### src/rtl/cpu_pkg.sv
// rtl/cpu_pkg.sv - shared opcode, state and width definitions for the load sequencer
package cpu_pkg;

  localparam int DATA_W_DEF = 8;
  localparam int ADDR_W_DEF = 16;

  localparam logic [7:0] OP_LDI = 8'h10;
  localparam logic [7:0] OP_LDD = 8'h11;
  localparam logic [7:0] OP_LDN = 8'h12;
  localparam logic [7:0] OP_LDR = 8'h13;
  localparam logic [7:0] OP_LDX = 8'h14;

  localparam logic [2:0] ST_IDLE    = 3'd0;
  localparam logic [2:0] ST_RD_PLO  = 3'd1;
  localparam logic [2:0] ST_RD_PHI  = 3'd2;
  localparam logic [2:0] ST_RD_DATA = 3'd3;
  localparam logic [2:0] ST_WB      = 3'd4;
  localparam logic [2:0] ST_ABORT   = 3'd5;

  function automatic logic es_carga(input logic [7:0] op);
    return (op >= OP_LDI) && (op <= OP_LDX);
  endfunction

endpackage

### src/rtl/temporizador_ack.sv
// rtl/temporizador_ack.sv - counts unacknowledged request cycles and flags the timeout
module temporizador_ack #(
  parameter int TIMEOUT = 16
) (
  input  logic clk,
  input  logic reset,
  input  logic clear_i,
  input  logic enable_i,
  output logic expired_o
);

  localparam int CW = (TIMEOUT > 1) ? $clog2(TIMEOUT + 1) : 1;
  localparam logic [CW-1:0] LIMIT = CW'((TIMEOUT > 0) ? TIMEOUT - 1 : 0);

  logic [CW-1:0] count_q, count_d;

  always_comb begin
    count_d = count_q;
    if (clear_i) begin
      count_d = '0;
    end else if (enable_i && (TIMEOUT != 0)) begin
      count_d = count_q + 1'b1;
    end
  end

  always_ff @(posedge clk) begin
    if (reset) begin
      count_q <= '0;
    end else begin
      count_q <= count_d;
    end
  end

  // Fires during the TIMEOUT-th waiting cycle; it must not depend on clear_i,
  // which is itself derived from the FSM's next state.
  assign expired_o = (TIMEOUT != 0) && enable_i && (count_q == LIMIT);

endmodule

### src/rtl/secuenciador_carga.sv
// rtl/secuenciador_carga.sv - multi-cycle load sequencer driving the data-memory port and register write
module secuenciador_carga
  import cpu_pkg::*;
#(
  parameter int DATA_W  = DATA_W_DEF,
  parameter int ADDR_W  = ADDR_W_DEF,
  parameter int TIMEOUT = 16
) (
  input  logic              clk,
  input  logic              reset,
  input  logic [7:0]        opcode,
  input  logic [ADDR_W-1:0] campo,
  input  logic [3:0]        rd,
  input  logic [DATA_W-1:0] reg_a,
  output logic              mem_req,
  output logic [ADDR_W-1:0] mem_addr,
  input  logic              mem_ack,
  input  logic [DATA_W-1:0] mem_rdata,
  output logic              stall,
  output logic              rf_we,
  output logic [3:0]        rf_wa,
  output logic [DATA_W-1:0] rf_wd,
  output logic              busy,
  output logic              err
);

  logic [2:0]        state_q, state_d;
  logic [ADDR_W-1:0] addr_q, addr_d;
  logic [3:0]        rd_q, rd_d;
  logic [DATA_W-1:0] data_q, data_d;
  logic [DATA_W-1:0] ptr_lo_q, ptr_lo_d;
  logic              expirado;
  logic              en_lectura;

  assign en_lectura = (state_q == ST_RD_PLO) || (state_q == ST_RD_PHI) ||
                      (state_q == ST_RD_DATA);

  temporizador_ack #(
    .TIMEOUT(TIMEOUT)
  ) u_temporizador (
    .clk      (clk),
    .reset    (reset),
    .clear_i  (mem_ack || (state_d != state_q)),
    .enable_i (en_lectura && !mem_ack),
    .expired_o(expirado)
  );

  always_comb begin
    state_d  = state_q;
    addr_d   = addr_q;
    rd_d     = rd_q;
    data_d   = data_q;
    ptr_lo_d = ptr_lo_q;
    case (state_q)
      ST_IDLE: begin
        if (es_carga(opcode)) begin
          rd_d = rd;
          case (opcode)
            OP_LDI: begin
              data_d  = campo[DATA_W-1:0];
              state_d = ST_WB;
            end
            OP_LDD: begin
              addr_d  = campo;
              state_d = ST_RD_DATA;
            end
            OP_LDN: begin
              addr_d  = campo;
              state_d = ST_RD_PLO;
            end
            OP_LDR: begin
              addr_d  = ADDR_W'(reg_a);
              state_d = ST_RD_DATA;
            end
            OP_LDX: begin
              addr_d  = campo + ADDR_W'(reg_a);
              state_d = ST_RD_DATA;
            end
            default: state_d = ST_IDLE;
          endcase
        end
      end
      // An ack in the same cycle as the timeout takes precedence.
      ST_RD_PLO: begin
        if (mem_ack) begin
          ptr_lo_d = mem_rdata;
          addr_d   = addr_q + 1'b1;
          state_d  = ST_RD_PHI;
        end else if (expirado) begin
          state_d = ST_ABORT;
        end
      end
      ST_RD_PHI: begin
        if (mem_ack) begin
          addr_d  = ADDR_W'({mem_rdata, ptr_lo_q});
          state_d = ST_RD_DATA;
        end else if (expirado) begin
          state_d = ST_ABORT;
        end
      end
      ST_RD_DATA: begin
        if (mem_ack) begin
          data_d  = mem_rdata;
          state_d = ST_WB;
        end else if (expirado) begin
          state_d = ST_ABORT;
        end
      end
      ST_WB:    state_d = ST_IDLE;
      ST_ABORT: state_d = ST_IDLE;
      default:  state_d = ST_IDLE;
    endcase
  end

  always_ff @(posedge clk) begin
    if (reset) begin
      state_q  <= ST_IDLE;
      addr_q   <= '0;
      rd_q     <= '0;
      data_q   <= '0;
      ptr_lo_q <= '0;
    end else begin
      state_q  <= state_d;
      addr_q   <= addr_d;
      rd_q     <= rd_d;
      data_q   <= data_d;
      ptr_lo_q <= ptr_lo_d;
    end
  end

  assign mem_req  = en_lectura;
  assign mem_addr = addr_q;
  assign rf_we    = (state_q == ST_WB);
  assign rf_wa    = rd_q;
  assign rf_wd    = data_q;
  assign busy     = (state_q != ST_IDLE);
  assign err      = (state_q == ST_ABORT);
  // WB and ABORT release the PC so it advances past the instruction.
  assign stall    = (state_q == ST_IDLE) ? es_carga(opcode) :
                    !((state_q == ST_WB) || (state_q == ST_ABORT));

endmodule

### config.mk
export PLATFORM = sky130hd
export DESIGN_NAME = secuenciador_carga
export DESIGN_NICKNAME = d
export VERILOG_FILES = /design/src/rtl/cpu_pkg.sv /design/src/rtl/temporizador_ack.sv /design/src/rtl/secuenciador_carga.sv
export SDC_FILE = /design/constraint.sdc
export NUM_CORES = 1
export LEC_CHECK = 0
export ABC_AREA = 0
export CORE_MARGIN = 5
export CORE_UTILIZATION = 55
export CTS_BUF_LIST = sky130_fd_sc_hd__clkbuf_4
export DETAILED_ROUTE_END_ITERATION = 8
export PLACE_DENSITY = 0.91
export SLEW_MARGIN = 10
export SYNTH_ARGS = -nofsm -noshare
export SYNTH_HDL_FRONTEND = slang
export SYNTH_SLANG_ARGS = --single-unit
### constraint.sdc
create_clock -name clk -period 4.9 [get_ports clk]
set_input_delay 1.225 -clock clk [delete_from_list [all_inputs] [get_ports clk]]
set_output_delay 1.225 -clock clk [all_outputs]
set_load 0.01 [all_outputs]
==> summary.txt, run 1 <==
Synth
  • Sequential share of the synthesized area: 27.9%
  • Yosys reg bits: 44
  • Synth area leader: dfxtp_1
  • Mapped Cells: 396
  • Post-synth top area share: 27.9%
  • Synth cell types: 67
  • Largest cells by area after synthesis: dfxtp_1, a21oi_1, nand2_1
  • Syn_area_per_cell: 7.98 um^2
  • Post-synth ARST share: 0%
  • Synth Warn #: 0
  • Synth Net Count: 455
  • Mapped Area: 0.00316 mm^2
  • Number of flops mapped to enable cells by yosys: 0
  • Post-synth top flop: dfxtp_1

CTS
  • Post-CTS Setup Inserts: 0
  • Hold-fix buffers, CTS: 0
  • Number of gates resized after CTS: 0
  • Num CTS Buffers: 5
  • Htree depth: 2
  • CTS tree: done
  • Clk buf depth: 2
  • Clk_lat worst skew: 0.37 ns
  • Clk slew on worst S/H paths: 0.13 ns
  • # clock sinks: 44
  • Clock root buffer master: clkbuf_4

Drt
  • Initial DRC count: 380
  • Metal-1 WL: 3880 um
  • Avg WL per Cell: 18.5 um
  • DR vias/cell: about 6.6
  • Drt total wl: 9960 um
  • Detailed Routing Iterations Pass 1: 5
  • DR DRC count: 0
  • Top Metal Used: met4
  • Length of routed met3 wiring: 1050 um
  • Final ANT Viol Nets: 0
  • Total number of vias: between 3,000 and 4,000
  • Met2 wire len: 4520 um

Placed design
  • Final GP Congestion: ~0.95
  • Port Buffers: 79
  • Dpl hpwl: approximately 7700 um
  • Placed Cells: 531
  • Placed Area: 0.00396 mm^2
  • Place WS: about 0.65 ns

STA
  • Final cycle utilization of the critical path: between 80 and 90%
  • Worst Skew: 0.0168 ns
  • Final setup fails: 0
  • RSZ-0062 raised after global routing: false
  • Final Hold Vio Count: 0
  • Fin crit period: 4.28 ns
  • Worst-Margin Slew: between 0.9 and 1 ns
  • Final Worst Setup Slack: 0.617 ns
  • Slew Viols, Final: 0
  • Setup TNS: 0 ns
  • Slew margin rel.: 33.2%
  • Max Fclk: roughly 0.23 GHz

Critical path
  • R2r setup slk: 2.33 ns
  • Worst path arrival time: around 3 ns
  • Crit path cell chain: clkdlybuf4s50_1 -> nor4b_4 -> and2_1 -> a21oi_1 -> o21bai_1 -> clkdlybuf4s50_1
  • Crit. End Element: output port
  • Max Fanout on Critical Path: 4
  • Setup crit start kind: primary input
  • Setup CP Type: in -> out
  • WP data required: about 3.7 ns
  • Worst R2R Path Depth: 6
  • Slowest cell on the critical path: clkdlybuf4s50_1
  • RR Endpoint: mem_addr[10]
  • Most frequent CP cell: clkdlybuf4s50_1
  • Worst r2r src: state_q[0]
  • Critical path's largest stage delay: 0.57 ns

Floorplanning
  • Starting Density: 57.1%
  • # IOs: 80
  • Total die area: 0.00737 mm^2
  • Core Region: 0.00554 mm^2
  • Die Ht: approximately 86 um
  • Row cnt: 27
  • Die span in x: between 80 and 90 um

Outcome
  • Outcome: finished, final reports clean

Final layout
  • Most frequent cells in the layout: clkdlybuf4s50_1, nand2_1, dfxtp_1, nor2_1, a21oi_1
  • Final Instance Area: ~0.0040 mm^2
  • Finished Layout Cells: 539
  • Layout net count: 525
  • Layout area overhead: 26.9%
  • Util after Layout: 72.4%
  • Leading cell type in the layout, fill and taps excluded: clkdlybuf4s50_1
  • Number of diodes: 0
  • Layout cells sized above 1: 6.00%

Power and ir drop
  • Power Dens Cells: 184 mW/mm^2
  • Leakage: between 1 and 1.5 nW
  • Peak VDD IR: 0.000200 V

Worst hold path
  • WHS Path Cells: 2
  • Worst Hold End: ptr_lo_q[0]
  • Tightest Hold Check Type: reg -> reg
  • Min-delay src: ptr_lo_q[0]

Job
  • Max capacitance violation total: 0

Global routing
  • Vias in the first global route: approximately 3,200
  • GR Overflow Total: 0
  • Initial antenna violation count: 0
  • First-pass GRT wire length: roughly 16,000 um
  • Tot GR Track Use: 26.9%
  • Largest net degree at the start of global routing: 25
[cells in the mapped netlist (4+ instances only)]
| cell | number |
|---|---|
| mux2i_1 | 8 |
| and2_1 | 4 |
| nor2_1 | 42 |
| a21o_1 | 5 |
| a211oi_1 | 9 |
| a222oi_1 | 5 |
| a221oi_1 | 7 |
| a21oi_1 | 37 |
| buf_2 | 6 |
| nor3_1 | 9 |
| ha_1 | 11 |
| nand3_1 | 11 |
| a31oi_1 | 4 |
| inv_1 | 11 |
| dfxtp_1 | 44 |
| xor2_1 | 12 |
| o211ai_1 | 4 |
| nand4_1 | 9 |
| o21ai_0 | 11 |
| nand2_1 | 48 |
| and3_1 | 7 |
| nand2b_1 | 5 |
| a32oi_1 | 6 |
| clkbuf_1 | 7 |
| xnor2_1 | 12 |
[worst max path at each step]
stage	from	to	slack, ns	depth (start not counted)
finish	opcode[3]	stall	0.62	6
global route	opcode[0]	stall	0.53	5
CTS	opcode[3]	stall	0.63	6
detailed placement	opcode[3]	stall	0.65	6
global placement	opcode[3]	stall	0.65	6
floorplan	opcode[3]	stall	1.37	6
[cell families after synthesis]
family,Yosys count,share of synthesized area (%)
adder cells (fa/ha/maj),12,4.99
XOR/XNOR,24,6.65
AO/OA/AOI/OAI,121,28.0
AND/OR/NAND/NOR,156,25.1
multiplexers,8,2.53
flip-flops,44,27.9
buffers and inverters,31,4.87
[stage by stage]
stage	hold WS (ns)	power [mW]
floorplan	0.436	0.474
global placement	0.444	0.555
detailed placement	0.450	0.560
CTS	0.468	0.735
global route	0.492	0.771
finish	0.470	0.739
[layout make-up]
class	instances	area, um^2
Multi-Input combinational cell	321	2130
Fill cell	449	1530
Sequential cell	44	881
Timing Repair Buffer	82	813
Tap cell	72	90.1
Inverter	12	45.0
Clock buffer	5	37.5
Clock inverter	3	17.5
[worst max-delay path, delay by kind of cell]
family	cells	cell delay (ns)
compound gates	2	0.24
buf+inv	2	1.02
simple gates	2	0.56
[per-layer routing]
layer / global-route usage, % / up-vias
li1: - / 1624
met2: 44.3 / 253
met4: 13.5 / 0
met3: 6.72 / 41
met5: 0 / -
met1: 32.5 / 1620
[flip-flops by register name, summed over array words and instances, names as in the netlist]
name	cells
mem_addr	16
ptr_lo_q	8
rf_wd	8
u_temporizador.count_q	5
rf_wa	4
state_q	3
[where the power goes]
part           leakage (nW)  internal [mW]  switching [mW]
Sequential            0.355          0.364         0.00905
Combinational          1.06         0.0900          0.0940
Clock                0.0330         0.0555           0.126
Total                  1.45          0.509           0.229
Power figures use the tool's default switching activity.
==> inputs of run 2 (changes only) <==
Settings changed: PLACE_DENSITY 0.91 to 0.87, SETUP_SLACK_MARGIN set to 0.3.
==> summary.txt, run 2 (synthesis gave the netlist of run 1 again) <==
Critical path
  • Worst path arrival time: 3.08 ns (+0.02 ns)
  • Setup CP Type: in -> out
  • Worst R2R Path Depth: 6 (unchanged)
  • Worst r2r src: state_q[0]
  • R2r setup slk: 2.33 ns (about the same)
  • RR Endpoint: mem_addr[10]
  • Max Fanout on Critical Path: 4 (unchanged)
  • WP data required: 3.67 ns (about the same)
  • Setup crit start kind: primary input
  • Crit. End Element: output port

Worst hold path
  • Min-delay src: ptr_lo_q[1]
  • Worst Hold End: ptr_lo_q[1]
  • WHS Path Cells: 2 (unchanged)
  • Tightest Hold Check Type: reg -> reg

Final layout
  • Layout net count: 525 (unchanged)
  • Most frequent cells in the layout: clkdlybuf4s50_1, nand2_1, dfxtp_1, nor2_1, a21oi_1
  • Finished Layout Cells: 539 (unchanged)
  • Leading cell type in the layout, fill and taps excluded: clkdlybuf4s50_1
  • Fill count: 467 (+4.0%)
  • Layout cells sized above 1: 6.21% (+0.21 points)
  • Final Instance Area: 0.00404 mm^2 (+0.72%)
  • Number of diodes: 0 (unchanged)
  • Area of the multi-input gates: 0.00213 mm^2 (unchanged)
  • FF/Latch Area: 881 um^2 (unchanged)
  • Max FFs per register: 16 (unchanged)
  • Layout area overhead: 27.8%
  • Util after Layout: 72.9% (+0.52 points)

Global routing
  • Tot GR Track Use: 26.9% (-0.035 points)
  • GR Overflow Total: 0 (unchanged)
  • First-pass GRT wire length: 16,100 um (+1.7%)
  • Vias in the first global route: 3,321 (+2.8%)
  • Initial antenna violation count: 0 (unchanged)
  • Largest net degree at the start of global routing: 21 (-16%)

CTS
  • Clk_lat worst skew: 0.37 ns (about the same)
  • Clk slew on worst S/H paths: 0.15 ns (+0.02 ns)
  • Post-CTS Setup Inserts: 0 (unchanged)
  • Htree depth: 2 (unchanged)
  • Hold-fix buffers, CTS: 0 (unchanged)
  • Number of gates resized after CTS: 0 (unchanged)
  • # clock sinks: 44 (unchanged)
  • CTS tree: done
  • Clock root buffer master: clkbuf_4
  • Num CTS Buffers: 5 (unchanged)
  • Clk buf depth: 2 (unchanged)

Placed design
  • Placed Area: 0.00396 mm^2 (unchanged)
  • Dpl hpwl: 7780 um (+1.5%)
  • Final GP Congestion: 0.957 (+1.1%)
  • Placed Cells: 531 (unchanged)
  • Port Buffers: 79 (unchanged)
  • Place WS: 0.615 ns (-0.0335 ns)

Power and ir drop
  • Power Dens Cells: 198 mW/mm^2 (+7.7%)
  • Clk pwr share: 30.4% (+5.8 points)
  • Tot Pwr: 801 uW (+8.5%)
  • Net Sw Frac: 29.7% (-1.4 points)
  • Leakage: 1.46 nW (+0.61%)
  • Seq pwr share: 46.6% (-3.9 points)
  • Peak VDD IR: 0.000136 V (-32%)
  • Combinational fraction of design power: 23.0% (-1.9 points)
  • Switching pwr: 238 uW (+3.7%)
  • Int Pwr: 563 uW (+11%)

Drt
  • Detailed Routing Iterations Pass 1: 6 (+1)
  • DR DRC count: 0 (unchanged)
  • Avg WL per Cell: 18.6 um (+0.89%)
  • Initial DRC count: 312 (-18%)
  • DR vias/cell: 6.51 (-0.79%)
  • Total number of vias: 3,510 (-0.79%)
  • Drt total wl: 10,000 um (+0.89%)
  • Final ANT Viol Nets: 0 (unchanged)

Floorplanning
  • Die span in x: 85.8 um (unchanged)
  • Row cnt: 27 (unchanged)
  • Core Region: 0.00554 mm^2 (unchanged)
  • Total die area: 0.00737 mm^2 (unchanged)
  • Die Ht: 85.8 um (unchanged)
  • Starting Density: 57.1% (unchanged)
  • # IOs: 80 (unchanged)

Outcome
  • Outcome: finished, final reports clean

STA
  • RSZ-0062 raised after global routing: false
  • Final Worst Setup Slack: 0.591 ns (-0.0259 ns)
  • Final cycle utilization of the critical path: 87.9% (+0.53 points)
  • Worst-Margin Slew: 1.01 ns (+0.0134 ns)
  • Worst hold margin: 0.479 ns (+0.00865 ns)
  • Fin crit period: 4.31 ns (+0.0259 ns)
  • Max Fclk: 0.232 GHz (-0.60%)
  • Final Hold Vio Count: 0 (unchanged)
  • Slew Viols, Final: 0 (unchanged)
  • Setup TNS: 0 ns (unchanged)
  • Worst Skew: 0.0144 ns (-0.00249 ns)
  • Final setup fails: 0 (unchanged)
  • Slew margin rel.: 32.3% (-0.89 points)

Job
  • Max capacitance violation total: 0 (unchanged)
-- run 2: changes by cell type in the layout (fill, tap and decap cells not counted) --
cell        previous run  this run
bufinv_16              0         1
clkinv_2               1         0
clkinvlp_4             0         1
clkinv_1               2         1
-- run 2: worst max-delay path, stage by stage --
cell             delay (ns)
clkdlybuf4s50_1        0.46
nor4b_4                0.37
and2_1                 0.21
a21oi_1                0.07
o21bai_1               0.18
clkdlybuf4s50_1        0.57
-- run 2: layer usage --
metal / vias up / share of wire, % / global-route usage, %
met5: - / 0 / 0
met4: 0 / 4.6 / 11.9
met3: 48 / 9.4 / 7.01
met2: 202 / 47 / 45.4
met1: 1631 / 39 / 32.0
li1: 1629 / - / -
-- run 2: power groups by stage --
stage / Combinational [mW] / Clock, mW / Sequential, mW
6_report: 0.184 / 0.244 / 0.373
5_1_grt: 0.196 / 0.262 / 0.374
4_1_cts: 0.180 / 0.243 / 0.373
3_5_place_dp: 0.179 / 0 / 0.381
3_3_place_gp: 0.176 / 0 / 0.380
2_1_floorplan: 0.0942 / 0 / 0.380
-- run 2: cell type report --
cell class | count | share of cell area [%]
Clock buffer | 5 | 0.929
Timing Repair Buffer | 82 | 20.1
Inverter | 12 | 1.11
Sequential cell | 44 | 21.8
Tap cell | 72 | 2.23
Clock inverter | 3 | 1.15
Multi-Input combinational cell | 321 | 52.6
-- run 2: how the worst max path moves through the flow --
stage	from	endpoint	cells after the start
after floorplan	opcode[3]	stall	6
after CTS	opcode[3]	stall	6
after global routing	opcode[3]	stall	6
after global placement	opcode[3]	stall	6
after detailed placement	opcode[3]	stall	6
final	opcode[3]	stall	6
==> inputs of run 3 (changes only) <==
Settings changed: CORE_UTILIZATION 55 to 50, HOLD_SLACK_MARGIN set to 0.05, MAX_ROUTING_LAYER set to met4, PLACE_DENSITY 0.87 to 0.8.
==> summary.txt, run 3 (synthesis gave the netlist of run 1 again) <==
Final layout
  • Util after Layout: 64.8% (-8.1 points)
  • Layout cells sized above 1: 6.21% (unchanged)
  • Finished Layout Cells: 544 (+0.93%)
  • Most frequent cells in the layout: clkdlybuf4s50_1, nand2_1, dfxtp_1, nor2_1, a21oi_1
  • Number of diodes: 0 (unchanged)
  • Fill count: 559 (+20%)
  • Leading cell type in the layout, fill and taps excluded: clkdlybuf4s50_1
  • Layout area overhead: 27.9% (about the same)
  • Layout net count: 525 (unchanged)
  • Final Instance Area: 0.00404 mm^2 (about the same)
  • Max FFs per register: 16 (unchanged)

Critical path
  • Slowest cell on the critical path: clkdlybuf4s50_1
  • Crit path cell chain: clkdlybuf4s50_1 -> nor4b_4 -> and2_1 -> a21oi_1 -> o21bai_1 -> clkdlybuf4s50_1
  • Most frequent CP cell: clkdlybuf4s50_1
  • Critical path's largest stage delay: 0.56 ns (about the same)
  • Crit-path leading delay family: buffers and inverters
  • Worst Path Buf+Inv: 2 (unchanged)
  • Crit. End Element: output port
  • Worst path arrival time: 3.09 ns (about the same)
  • WP data required: 3.67 ns (about the same)
  • Setup crit start kind: primary input
  • Max Fanout on Critical Path: 4 (unchanged)
  • Setup CP Type: in -> out

STA
  • Final setup fails: 0 (unchanged)
  • Worst Skew: 0.00671 ns (-0.00765 ns)
  • Worst-Margin Slew: 1.03 ns (+0.0149 ns)
  • Fin crit period: 4.32 ns (+0.00768 ns)
  • Setup TNS: 0 ns (unchanged)
  • Final Worst Setup Slack: 0.584 ns (-0.00768 ns)
  • Worst hold margin: 0.464 ns (-0.0145 ns)
  • Slew Viols, Final: 0 (unchanged)
  • Slew margin rel.: 31.3% (-1.0 points)
  • Final cycle utilization of the critical path: 88.1% (+0.16 points)
  • RSZ-0062 raised after global routing: false
  • Max Fclk: 0.232 GHz (-0.18%)
  • Final Hold Vio Count: 0 (unchanged)

Floorplanning
  • Row cnt: 29 (+7.4%)
  • Core Region: 0.00624 mm^2 (+13%)
  • Die span in x: 89.5 um (+4.3%)
  • Die Ht: 89.5 um (+4.3%)
  • Starting Density: 50.7% (-6.4 points)
  • # IOs: 80 (unchanged)
  • Total die area: 0.00801 mm^2 (+8.8%)

CTS
  • Htree depth: 2 (unchanged)
  • Hold-fix buffers, CTS: 0 (unchanged)
  • Number of gates resized after CTS: 0 (unchanged)
  • Clk slew on worst S/H paths: 0.14 ns (about the same)
  • Num CTS Buffers: 5 (unchanged)
  • Clk buf depth: 2 (unchanged)
  • Clock root buffer master: clkbuf_4
  • Post-CTS Setup Inserts: 0 (unchanged)
  • # clock sinks: 44 (unchanged)
  • Clk_lat worst skew: 0.35 ns (-0.02 ns)
  • CTS tree: done

Drt
  • Drt total wl: 9820 um (-2.2%)
  • DR vias/cell: 6.19 (-5.0%)
  • Total number of vias: 3,365 (-4.1%)
  • Final ANT Viol Nets: 0 (unchanged)
  • Initial DRC count: 304 (-2.6%)
  • Detailed Routing Iterations Pass 1: 7 (+1)
  • Avg WL per Cell: 18.1 um (-3.1%)
  • DR DRC count: 0 (unchanged)

Outcome
  • Outcome: finished, final reports clean

Power and ir drop
  • Combinational fraction of design power: 23.3% (+0.3 points)
  • Power Dens Cells: 194 mW/mm^2 (-2.1%)
  • Peak VDD IR: 0.000188 V (+38%)
  • Leakage: 1.46 nW (about the same)
  • Seq pwr share: 47.5% (+0.9 points)
  • Net Sw Frac: 28.6% (-1.1 points)
  • Clk pwr share: 29.2% (-1.2 points)
  • Tot Pwr: 785 uW (-2.0%)
  • Switching pwr: 224 uW (-5.6%)
  • Int Pwr: 560 uW (-0.51%)

Global routing
  • Largest net degree at the start of global routing: 29 (+38%)
  • GR Overflow Total: 0 (unchanged)
  • Tot GR Track Use: 25.6% (-1.3 points)
  • Vias in the first global route: 3,172 (-4.5%)
  • Initial antenna violation count: 0 (unchanged)
  • First-pass GRT wire length: 15,400 um (-4.3%)

Placed design
  • Place WS: 0.614 ns (-0.000239 ns)
  • Placed Area: 0.00396 mm^2 (+0.16%)
  • Placed Cells: 536 (+0.94%)
  • Final GP Congestion: 0.877 (-8.3%)
  • Port Buffers: 79 (unchanged)
  • Dpl hpwl: 7530 um (-3.2%)

Job
  • Max capacitance violation total: 0 (unchanged)

Worst hold path
  • Tightest Hold Check Type: reg -> reg
## run 3: changes by cell type in the layout (fill, tap and decap cells not counted), sizes merged
| cell | change |
|---|---|
| clkinv | +1 |
| inv | -1 |
## run 3: layer usage
layer	routed length [um]	GRT usage (%)	vias to the layer above	part of all wire [%]
met5	0	-	-	0
met4	308	11.1	0	3.1
met3	639	3.50	26	6.5
met2	4630	40.5	145	47
met1	4240	32.6	1571	43
li1	-	-	1623	-
## run 3: power groups by stage
stage / clock network (mW) / logic [mW] / registers [mW]
finish: 0.229 / 0.183 / 0.373
global route: 0.252 / 0.197 / 0.374
CTS: 0.233 / 0.181 / 0.373
detailed placement: 0 / 0.179 / 0.380
global placement: 0 / 0.176 / 0.380
floorplan: 0 / 0.0942 / 0.380
## run 3: path summary, 6_finish.rpt
path	startpoint	to	slack, ns	cells past startpoint
setup reg to reg	state_q[2]	rf_wd[2]	2.35	6
hold reg to reg	ptr_lo_q[1]	ptr_lo_q[1]	0.46	2
setup / recovery	opcode[3]	stall	0.58	6
hold / removal	ptr_lo_q[1]	ptr_lo_q[1]	0.46	2
## run 3: final cells by class
cell class	instances	area, um^2	area share, %
Clock buffer	5	37.5	0.929
Timing Repair Buffer	82	813	20.1
Inverter	12	45.0	1.11
Multi-Input combinational cell	321	2130	52.6
Sequential cell	44	881	21.8
Tap cell	77	96.3	2.38
Clock inverter	3	42.5	1.05
## run 3: worst reg2reg max path: stages (launching register included)
cell	delay, ns
dfxtp_1	0.81
nand3b_2	0.32
clkinv_1	0.28
a32oi_2	0.68
a21oi_1	0.14
a21oi_1	0.16
nor2_1	0.05
